File: src/rtl/div_seq.sv
// div_seq: multi-cycle sequencer for 32-bit MIPS DIV/DIVU, driven from EX.
// It runs a restoring shift-subtract divide that produces one quotient bit
// per clock. While it runs it raises a stall so that the pipeline holds.
//
// Ports:
//   clk           rising-edge clock
//   rst           asynchronous active-low reset (0 = reset)
//   start_i       divide request; held high until ready_o is seen
//   annul_i       cancel the current/pending divide (flush or exception)
//   signed_div_i  1 = DIV (signed), 0 = DIVU
//   opdata1_i     dividend
//   opdata2_i     divisor
//   result_o      {remainder, quotient}, registered
//   ready_o       result valid, registered
//   stallreq_o    pipeline stall request, combinational
module div_seq #(
  parameter int unsigned WIDTH = 32
) (
  input  logic               clk,
  input  logic               rst,
  input  logic               start_i,
  input  logic               annul_i,
  input  logic               signed_div_i,
  input  logic [WIDTH-1:0]   opdata1_i,
  input  logic [WIDTH-1:0]   opdata2_i,
  output logic [2*WIDTH-1:0] result_o,
  output logic               ready_o,
  output logic               stallreq_o
);

  localparam int unsigned CW = $clog2(WIDTH + 1);

  typedef enum logic [1:0] {S_FREE, S_BYZERO, S_ON, S_END} state_t;

  state_t             r_state, w_state_nxt;
  logic [CW-1:0]      r_cnt, w_cnt_nxt;
  logic [WIDTH-1:0]   r_rem, w_rem_nxt;     // partial remainder
  logic [WIDTH-1:0]   r_quo, w_quo_nxt;     // dividend bits shift out, quotient bits shift in
  logic [WIDTH-1:0]   r_dvsr, w_dvsr_nxt;   // latched divisor magnitude
  logic               r_neg_q, w_neg_q_nxt;
  logic               r_neg_r, w_neg_r_nxt;
  logic [2*WIDTH-1:0] r_result, w_result_nxt;
  logic               r_ready, w_ready_nxt;

  logic [WIDTH:0]     w_shift, w_diff;
  logic [WIDTH-1:0]   w_abs1, w_abs2, w_quo_fix, w_rem_fix;

  // DIV works on magnitudes; the signs are reapplied once the loop is done.
  assign w_abs1 = (signed_div_i && opdata1_i[WIDTH-1]) ? ('0 - opdata1_i) : opdata1_i;
  assign w_abs2 = (signed_div_i && opdata2_i[WIDTH-1]) ? ('0 - opdata2_i) : opdata2_i;

  // One restoring step. The partial remainder always stays below the divisor,
  // so WIDTH bits are enough to store it. Only the shifted value needs the
  // extra bit, and the sign of the difference is the restore decision.
  assign w_shift = {r_rem, r_quo[WIDTH-1]};
  assign w_diff  = w_shift - {1'b0, r_dvsr};

  assign w_quo_fix = r_neg_q ? ('0 - r_quo) : r_quo;
  assign w_rem_fix = r_neg_r ? ('0 - r_rem) : r_rem;

  always_ff @(posedge clk or negedge rst) begin
    if (!rst) begin
      r_state  <= S_FREE;
      r_cnt    <= '0;
      r_rem    <= '0;
      r_quo    <= '0;
      r_dvsr   <= '0;
      r_neg_q  <= 1'b0;
      r_neg_r  <= 1'b0;
      r_result <= '0;
      r_ready  <= 1'b0;
    end else begin
      r_state  <= w_state_nxt;
      r_cnt    <= w_cnt_nxt;
      r_rem    <= w_rem_nxt;
      r_quo    <= w_quo_nxt;
      r_dvsr   <= w_dvsr_nxt;
      r_neg_q  <= w_neg_q_nxt;
      r_neg_r  <= w_neg_r_nxt;
      r_result <= w_result_nxt;
      r_ready  <= w_ready_nxt;
    end
  end

  always_comb begin
    w_state_nxt  = r_state;
    w_cnt_nxt    = r_cnt;
    w_rem_nxt    = r_rem;
    w_quo_nxt    = r_quo;
    w_dvsr_nxt   = r_dvsr;
    w_neg_q_nxt  = r_neg_q;
    w_neg_r_nxt  = r_neg_r;
    w_result_nxt = r_result;
    w_ready_nxt  = r_ready;

    case (r_state)
      S_FREE: begin
        w_result_nxt = '0;
        w_ready_nxt  = 1'b0;
        if (start_i && !annul_i) begin
          if (opdata2_i == '0) begin
            w_state_nxt = S_BYZERO;
          end else begin
            w_state_nxt = S_ON;
            w_cnt_nxt   = '0;
            w_rem_nxt   = '0;
            w_quo_nxt   = w_abs1;
            w_dvsr_nxt  = w_abs2;
            w_neg_q_nxt = signed_div_i && (opdata1_i[WIDTH-1] ^ opdata2_i[WIDTH-1]);
            w_neg_r_nxt = signed_div_i && opdata1_i[WIDTH-1];
          end
        end
      end
      S_BYZERO: begin
        w_state_nxt  = S_END;
        w_result_nxt = '0;
        w_ready_nxt  = 1'b1;
      end
      S_ON: begin
        if (annul_i) begin
          w_state_nxt  = S_FREE;
          w_result_nxt = '0;
          w_ready_nxt  = 1'b0;
        end else if (r_cnt != CW'(WIDTH)) begin
          w_cnt_nxt = r_cnt + CW'(1);
          if (!w_diff[WIDTH]) begin
            w_rem_nxt = w_diff[WIDTH-1:0];
            w_quo_nxt = {r_quo[WIDTH-2:0], 1'b1};
          end else begin
            w_rem_nxt = w_shift[WIDTH-1:0];
            w_quo_nxt = {r_quo[WIDTH-2:0], 1'b0};
          end
        end else begin
          w_state_nxt  = S_END;
          w_result_nxt = {w_rem_fix, w_quo_fix};
          w_ready_nxt  = 1'b1;
        end
      end
      S_END: begin
        if (!start_i) begin
          w_state_nxt  = S_FREE;
          w_result_nxt = '0;
          w_ready_nxt  = 1'b0;
        end
      end
      default: begin
        w_state_nxt  = S_FREE;
        w_result_nxt = '0;
        w_ready_nxt  = 1'b0;
      end
    endcase
  end

  assign result_o   = r_result;
  assign ready_o    = r_ready;
  assign stallreq_o = ((r_state == S_FREE) && start_i && !annul_i) ||
                      (r_state == S_BYZERO) || (r_state == S_ON);

endmodule

File: config.mk
export PLATFORM = sky130hd
export DESIGN_NAME = div_seq
export DESIGN_NICKNAME = d
export VERILOG_FILES = /design/src/rtl/div_seq.sv
export SDC_FILE = /design/constraint.sdc
export NUM_CORES = 1
export LEC_CHECK = 0
export CORE_ASPECT_RATIO = 0.75
export CORE_MARGIN = 2
export CORE_UTILIZATION = 57
export DETAILED_ROUTE_END_ITERATION = 12
export PLACE_DENSITY = 0.81
export SYNTH_ARGS = -nofsm -noshare
export SYNTH_HDL_FRONTEND = slang
export SYNTH_SLANG_ARGS = --single-unit
File: constraint.sdc
create_clock -name clk -period 3.1 [get_ports clk]
set_input_delay 0.31 -clock clk [delete_from_list [all_inputs] [get_ports clk]]
set_output_delay 0.31 -clock clk [all_outputs]
set_load 0.005 [all_outputs]
# Word-level counts from Yosys, hierarchy flattened

Index checks and enable logic that the tools add are counted.

Output and inout bits: 66
Input port bits: 69
Logic and storage cells: 79
Register bits after elaboration: 171

Add/subtract/negate cells: 6
Bitwise operators: 2
Equality and inequality tests: 10
Reduce and logical (&&, ||, !) cells: 17
Multiplexer cells: 35

Operators by type and width:

| operator                                             | number |
|---|---|
| 2-to-1 mux 32 bit                                    | 13 |
| 2-to-1 mux 64 bit                                    | 3 |
| case mux 64 bit (3 select lines)                     | 1 |
| case mux 32 bit (2 select lines)                     | 2 |
| subtractor 1 x 32 -> 32 bit (first input constant)   | 4 |
| subtractor 33 x 32 -> 33 bit                         | 1 |
| logical NOT 32 bit                                   | 1 |
| 2-to-1 mux 6 bit                                     | 4 |
| case mux 6 bit (2 select lines)                      | 1 |
| 2-to-1 mux 2 bit                                     | 5 |
| != test 2 bit (second input constant)                | 5 |
| case mux 2 bit (4 select lines)                      | 1 |
| adder 6 x 1 -> 6 bit (second input constant)         | 1 |
| logical AND 1 bit                                    | 6 |
| != test 6 bit (second input constant)                | 1 |
| AND reduction 3 bit                                  | 2 |
| AND reduction 5 bit                                  | 1 |
| equality test 2 bit (second input constant)          | 2 |
| 2-to-1 mux 1 bit                                     | 4 |
| case mux 1 bit (4 select lines)                      | 1 |
| != test 3 bit (second input constant)                | 1 |
| equality test 2 x 1 -> 1 bit (second input constant) | 1 |
| logical NOT 2 bit                                    | 1 |
| logical OR 1 bit                                     | 2 |
| other kinds (6)                                      | 6 |

# Longest topological paths before layout

Depth in word-level cells: 5
Depth in mapped cells: 13
Mapped depth without buffers: 12

# Worst setup path after synthesis

No wires, ideal clock.

Path type: flip-flop to flip-flop
Start point: register r_rem[12]
End point: register r_rem[23]
Cell stages (with the launch flop): 11
Buffers on the path: 1
Arrival: 2.722 ns
Data required time: 2.978 ns
Setup time: 0.122 ns
Slack: 0.256 ns
Clock period less this slack: 2.844 ns
Cells stage by stage: dfrtp_1 ha_1 a21o_1 a211o_1 o2111ai_1 a21oi_1 a211o_1 xor2_2 clkbuf_1 mux2i_1 o21ai_1

Word-level cells in the longest chain between the ends: 5

RTL lines:

| item                             | RTL line | source |
|---|---|---|
| start: declaration               | 37       | `logic [WIDTH-1:0] r_rem, w_rem_nxt;` |
| start signal: assignment         | 75       | `r_rem <= w_rem_nxt;` |
| subtractor 33 x 32 -> 33 bit     | 56       | `assign w_diff = w_shift - {1'b0, r_dvsr};` |
| 2-to-1 mux 32 bit                | 126      | `if (!w_diff[WIDTH]) begin` |
| 2-to-1 mux 32 bit                | 124      | `end else if (r_cnt != CW'(WIDTH)) begin` |
| 2-to-1 mux 32 bit                | 120      | `if (annul_i) begin` |
| case mux 32 bit (2 select lines) | 96       | `case (r_state)` |

No other way between the ends. The select of a mux whose other input is x is not followed.
A chain may end at the register's enable or synchronous reset.

# Worst setup path in the final report

Start point: register r_dvsr[0]
End point: register r_rem[9]

Word-level cells in the longest chain between the ends: 5

RTL lines:

| item                             | RTL line | source |
|---|---|---|
| start: declaration               | 39       | `logic [WIDTH-1:0] r_dvsr, w_dvsr_nxt;` |
| start signal: assignment         | 77       | `r_dvsr <= w_dvsr_nxt;` |
| subtractor 33 x 32 -> 33 bit     | 56       |  |
| 2-to-1 mux 32 bit                | 126      |  |
| 2-to-1 mux 32 bit                | 124      |  |
| 2-to-1 mux 32 bit                | 120      |  |
| case mux 32 bit (2 select lines) | 96       |  |

No other way between the ends. The select of a mux whose other input is x is not followed.

==> flow_summary_export.csv <==
group,metric,value,unit
outcome,status,"complete, no violations",
placement,place_congestion,0.937,
clocking,cts_sinks,171,
worst_setup_path,r2r_slack,0.12,ns
final_layout,antennaDiodeCount,0,
worst_setup_path,setup.worst_path.end,"r_rem[9]",
pwr,comb_power_share,58.0,%
timing,clock_skew,0.00860,ns
worst_setup_path,crit_required,3.40,ns
logic_synthesis,async_flop_share,100,%
hold_path,hold_class,"input port to asynchronous set/reset pin",
worst_setup_path,worstPathArrival,3.28,ns
timing,finalMaxSlewViolations,0,
global_routing,grt_pass1_wl,51500,um
clocking,cts_buffers,17,
detailed_routing,ant_nets,0,
clocking,cts_tree,"done",
pwr,power_frac_seq,27.0,%
logic_synthesis,synth-seq-cells,171,
worst_setup_path,critical_path.startpoint,"r_dvsr[0]",
detailed_routing,vias_per_cell,6.01,
clocking,clk_path_buf_depth,2,
placement,hpwl,23800,um
worst_setup_path,timing.rr.start,"r_dvsr[0]",
worst_setup_path,worstSetupEndpointType,"flip-flop",
floorplan,row_count,44,
final_layout,drive_gt1_share,9.41,%
global_routing,grt_antenna_before_repair,1,
floorplan,design.die.area,0.0210,sq mm
global_routing,overflow,0,
detailed_routing,wirelength,31200,um
worst_setup_path,startpoint_type,"flip-flop",
clocking,cts.reportedPaths.clkPinSlew,0.08,ns
timing,period_share,96.1,%
clocking,clk_latency,0.43,ns
floorplan,coreArea,0.0194,sq mm
logic_synthesis,synth_ff_type,"dfrtp_1",
floorplan,start_util,58.3,%
pwr,p_sw,6.56,mW
final_layout,syn_to_final_growth,23.8,%
logic_synthesis,synth_edf_count,0,
global_routing,grt_pass1_vias,9867,
detailed_routing,drtIter0Drc,1367,
logic_synthesis,synth.distinct_cells,69,
global_routing,track_usage,30.3,%
timing,hold_viol,0,
job,drv_cap,0,
floorplan,die_w,167,um
detailed_routing,firstDrtPassIters,5,
pwr,p_per_area,995,mW/mm^2
timing,setup_violations,0,
worst_setup_path,r2r.worst_path.cells,11,
timing,hold_slack,0.350,ns
global_routing,grt_max_degree,67,
logic_synthesis,synth_warnings,0,
clocking,cts_root_buf,"clkbuf_16",
logic_synthesis,synth_nets,1464,
pwr,irDropWorstVdd,820,uV
worst_setup_path,path_max_fanout,32,
pwr,p_clk_share,14.9,%
detailed_routing,vias,10700,
pwr,p_int,7.40,mW
detailed_routing,wl_per_cell,17.5,um
worst_setup_path,reg2reg_to,"r_rem[9]",
logic_synthesis,synth-seq-area-share,37.7,%
pwr,leakage,6.08,nW
detailed_routing,drc,0,
logic_synthesis,synthCells,1351,
clocking,cts_max_level,4,
floorplan,ios,135,
placement,port_buffers,134,
timing,slew_headroom,17.4,%
worst_setup_path,critPathKind,"flip-flop to flip-flop",
final_layout,nNetsFinal,1630,
timing,fmax,336,MHz
timing,tightest_slew,1.23,ns
pwr,finalPower,14.0,mW
floorplan,die_h,126,um
logic_synthesis,synth.avg_cell_area,8.39,sq um
timing,layout_min_cycle_time,2.98,ns
pwr,swShare,47.0,%
logic_synthesis,netlist_area,0.0113,sq mm
registers in the layout, summed over array words and instances (netlist names):
| register | count |
|---|---|
| r_cnt | 6 |
| r_quo | 32 |
| r_neg_q | 1 |
| r_neg_r | 1 |
| result_o | 64 |
| r_state | 2 |
| ready_o | 1 |
| r_rem | 32 |
| r_dvsr | 32 |
worst max-delay path, stage by stage (launching register included):
cell      delay [ns]
dfrtp_1         0.44
ha_1            0.24
fa_1            0.39
nand2b_1        0.20
a21oi_2         0.19
o211ai_1        0.18
a21oi_1         0.18
a211o_1         0.25
xor2_4          0.20
buf_12          0.24
mux2i_1         0.23
o31ai_1         0.09
worst min path at each step:
stage,start,to,slack (ns),depth (start not counted)
after global placement,rst,result_o[10],0.25,1
final,rst,result_o[10],0.35,2
after floorplan,rst,r_cnt[0],0.01,0
after CTS,rst,result_o[10],0.36,2
after detailed placement,rst,result_o[10],0.25,1
after global routing,rst,result_o[12],0.38,2
power groups by stage:
stage	logic [mW]	clock network, mW	registers [mW]
2_1_floorplan	5.69	0	3.47
3_3_place_gp	7.72	0	3.72
3_5_place_dp	7.91	0	3.75
4_1_cts	7.99	2.10	3.72
5_1_grt	8.92	2.20	3.85
6_report	8.10	2.09	3.78
synth_stat cells, types with 3 or more instances:
library cell,instances,share of area (%)
a211o_1,3,0.23
a211oi_1,5,0.33
a21o_1,10,0.66
a21oi_1,96,4.2
a31o_2,3,0.23
a31oi_1,7,0.39
a32oi_1,5,0.39
and2_1,7,0.39
and3_1,4,0.22
buf_1,4,0.13
buf_2,8,0.35
buf_4,9,0.60
clkbuf_1,47,1.6
dfrtp_1,171,38
ha_1,43,4.7
inv_1,54,1.8
mux2i_1,26,2.3
nand2_1,214,7.1
nand2b_1,10,0.55
nand3_1,21,0.93
nand4_1,6,0.33
nor2_1,68,2.3
nor2b_1,6,0.33
nor3_1,22,0.97
nor3_2,3,0.26
nor4_1,13,0.72
o211ai_1,11,0.73
o21a_1,7,0.46
o21ai_0,97,4.3
o21ai_1,97,4.3
o31a_1,4,0.31
o31ai_1,42,2.8
o41ai_1,7,0.54
or2_2,3,0.17
or3_1,21,1.2
or4_1,16,1.1
xnor2_1,58,4.5
xor2_1,86,6.6
logic make-up after synthesis:
| logic type | count (synthesis) | synth area share [%] |
|---|---|---|
| flops | 171 | 37.7 |
| simple gates | 428 | 17.7 |
| xor+xnor | 145 | 11.3 |
| mux | 28 | 2.49 |
| compound gates | 411 | 21.3 |
| buf+inv | 124 | 4.56 |
| fa+ha+maj | 44 | 4.92 |
placed cells by master, fill, tap and decap left out, drive strengths merged, types with 7 or more instances in the layout:
| cell | netlist | routed |
|---|---|---|
| or4 | 18 | 18 |
| nand2b | 10 | 10 |
| dfrtp | 171 | 171 |
| ha | 43 | 43 |
| o31ai | 43 | 43 |
| clkdlybuf4s50 | 0 | 133 |
| nand2 | 215 | 215 |
| mux2i | 26 | 26 |
| o21ai | 194 | 194 |
| nand3 | 21 | 21 |
| a21o | 10 | 10 |
| nor2 | 68 | 68 |
| nor4 | 16 | 16 |
| buf | 22 | 82 |
| xor2 | 87 | 87 |
| xnor2 | 58 | 58 |
| inv | 55 | 60 |
| a21oi | 96 | 96 |
| clkbuf | 47 | 17 |
| or3 | 22 | 22 |
| o211ai | 11 | 11 |
| nor3 | 25 | 25 |
| a31oi | 7 | 7 |
| o41ai | 7 | 7 |
| clkinv | 0 | 8 |
| and2 | 7 | 7 |
| o21a | 7 | 7 |
cell type report:
type / instances / area [sq um]
flip-flops and latches: 171 / 4280
fillers: 1489 / 5400
well taps: 253 / 317
repair buffers: 216 / 2060
inverters: 55 / 206
multi-input cells: 1056 / 6590
clock inverters: 15 / 155
clock buffers: 17 / 425
through the flow:
stage	instance area, sq um	worst slack (ns)	instances	util [%]	TNS [ns]
global route	14000	-0.00209	1783	72.2	-0.00209
CTS	14000	0.0711	1783	72.1	0
floorplan	11300	0.256	1351	-	0
global placement	13400	0.0413	1750	69.1	0
detailed placement	13400	-0.141	1750	69.1	-3.03
finish	14000	0.120	1783	72.2	0
routing by layer:
metal	wire length (um)	share of wire (%)	track usage [%]	vias to the layer above
met4	377	1.2	6.90	2
met1	15400	49	47.7	5133
met2	12900	41	43.2	448
met5	12	0.038	0	-
li1	-	-	-	5101
met3	2590	8.3	5.37	31
what timing repair did:
action | in CTS | in global routing
hold endpoints to repair | 39 | 0
buffers inserted | 0 | 0
hold buffers | 1 | 0
resized for setup | 0 | 4
endpoints found under the setup margin | 0 | 38
Power figures use the tool's default switching activity.
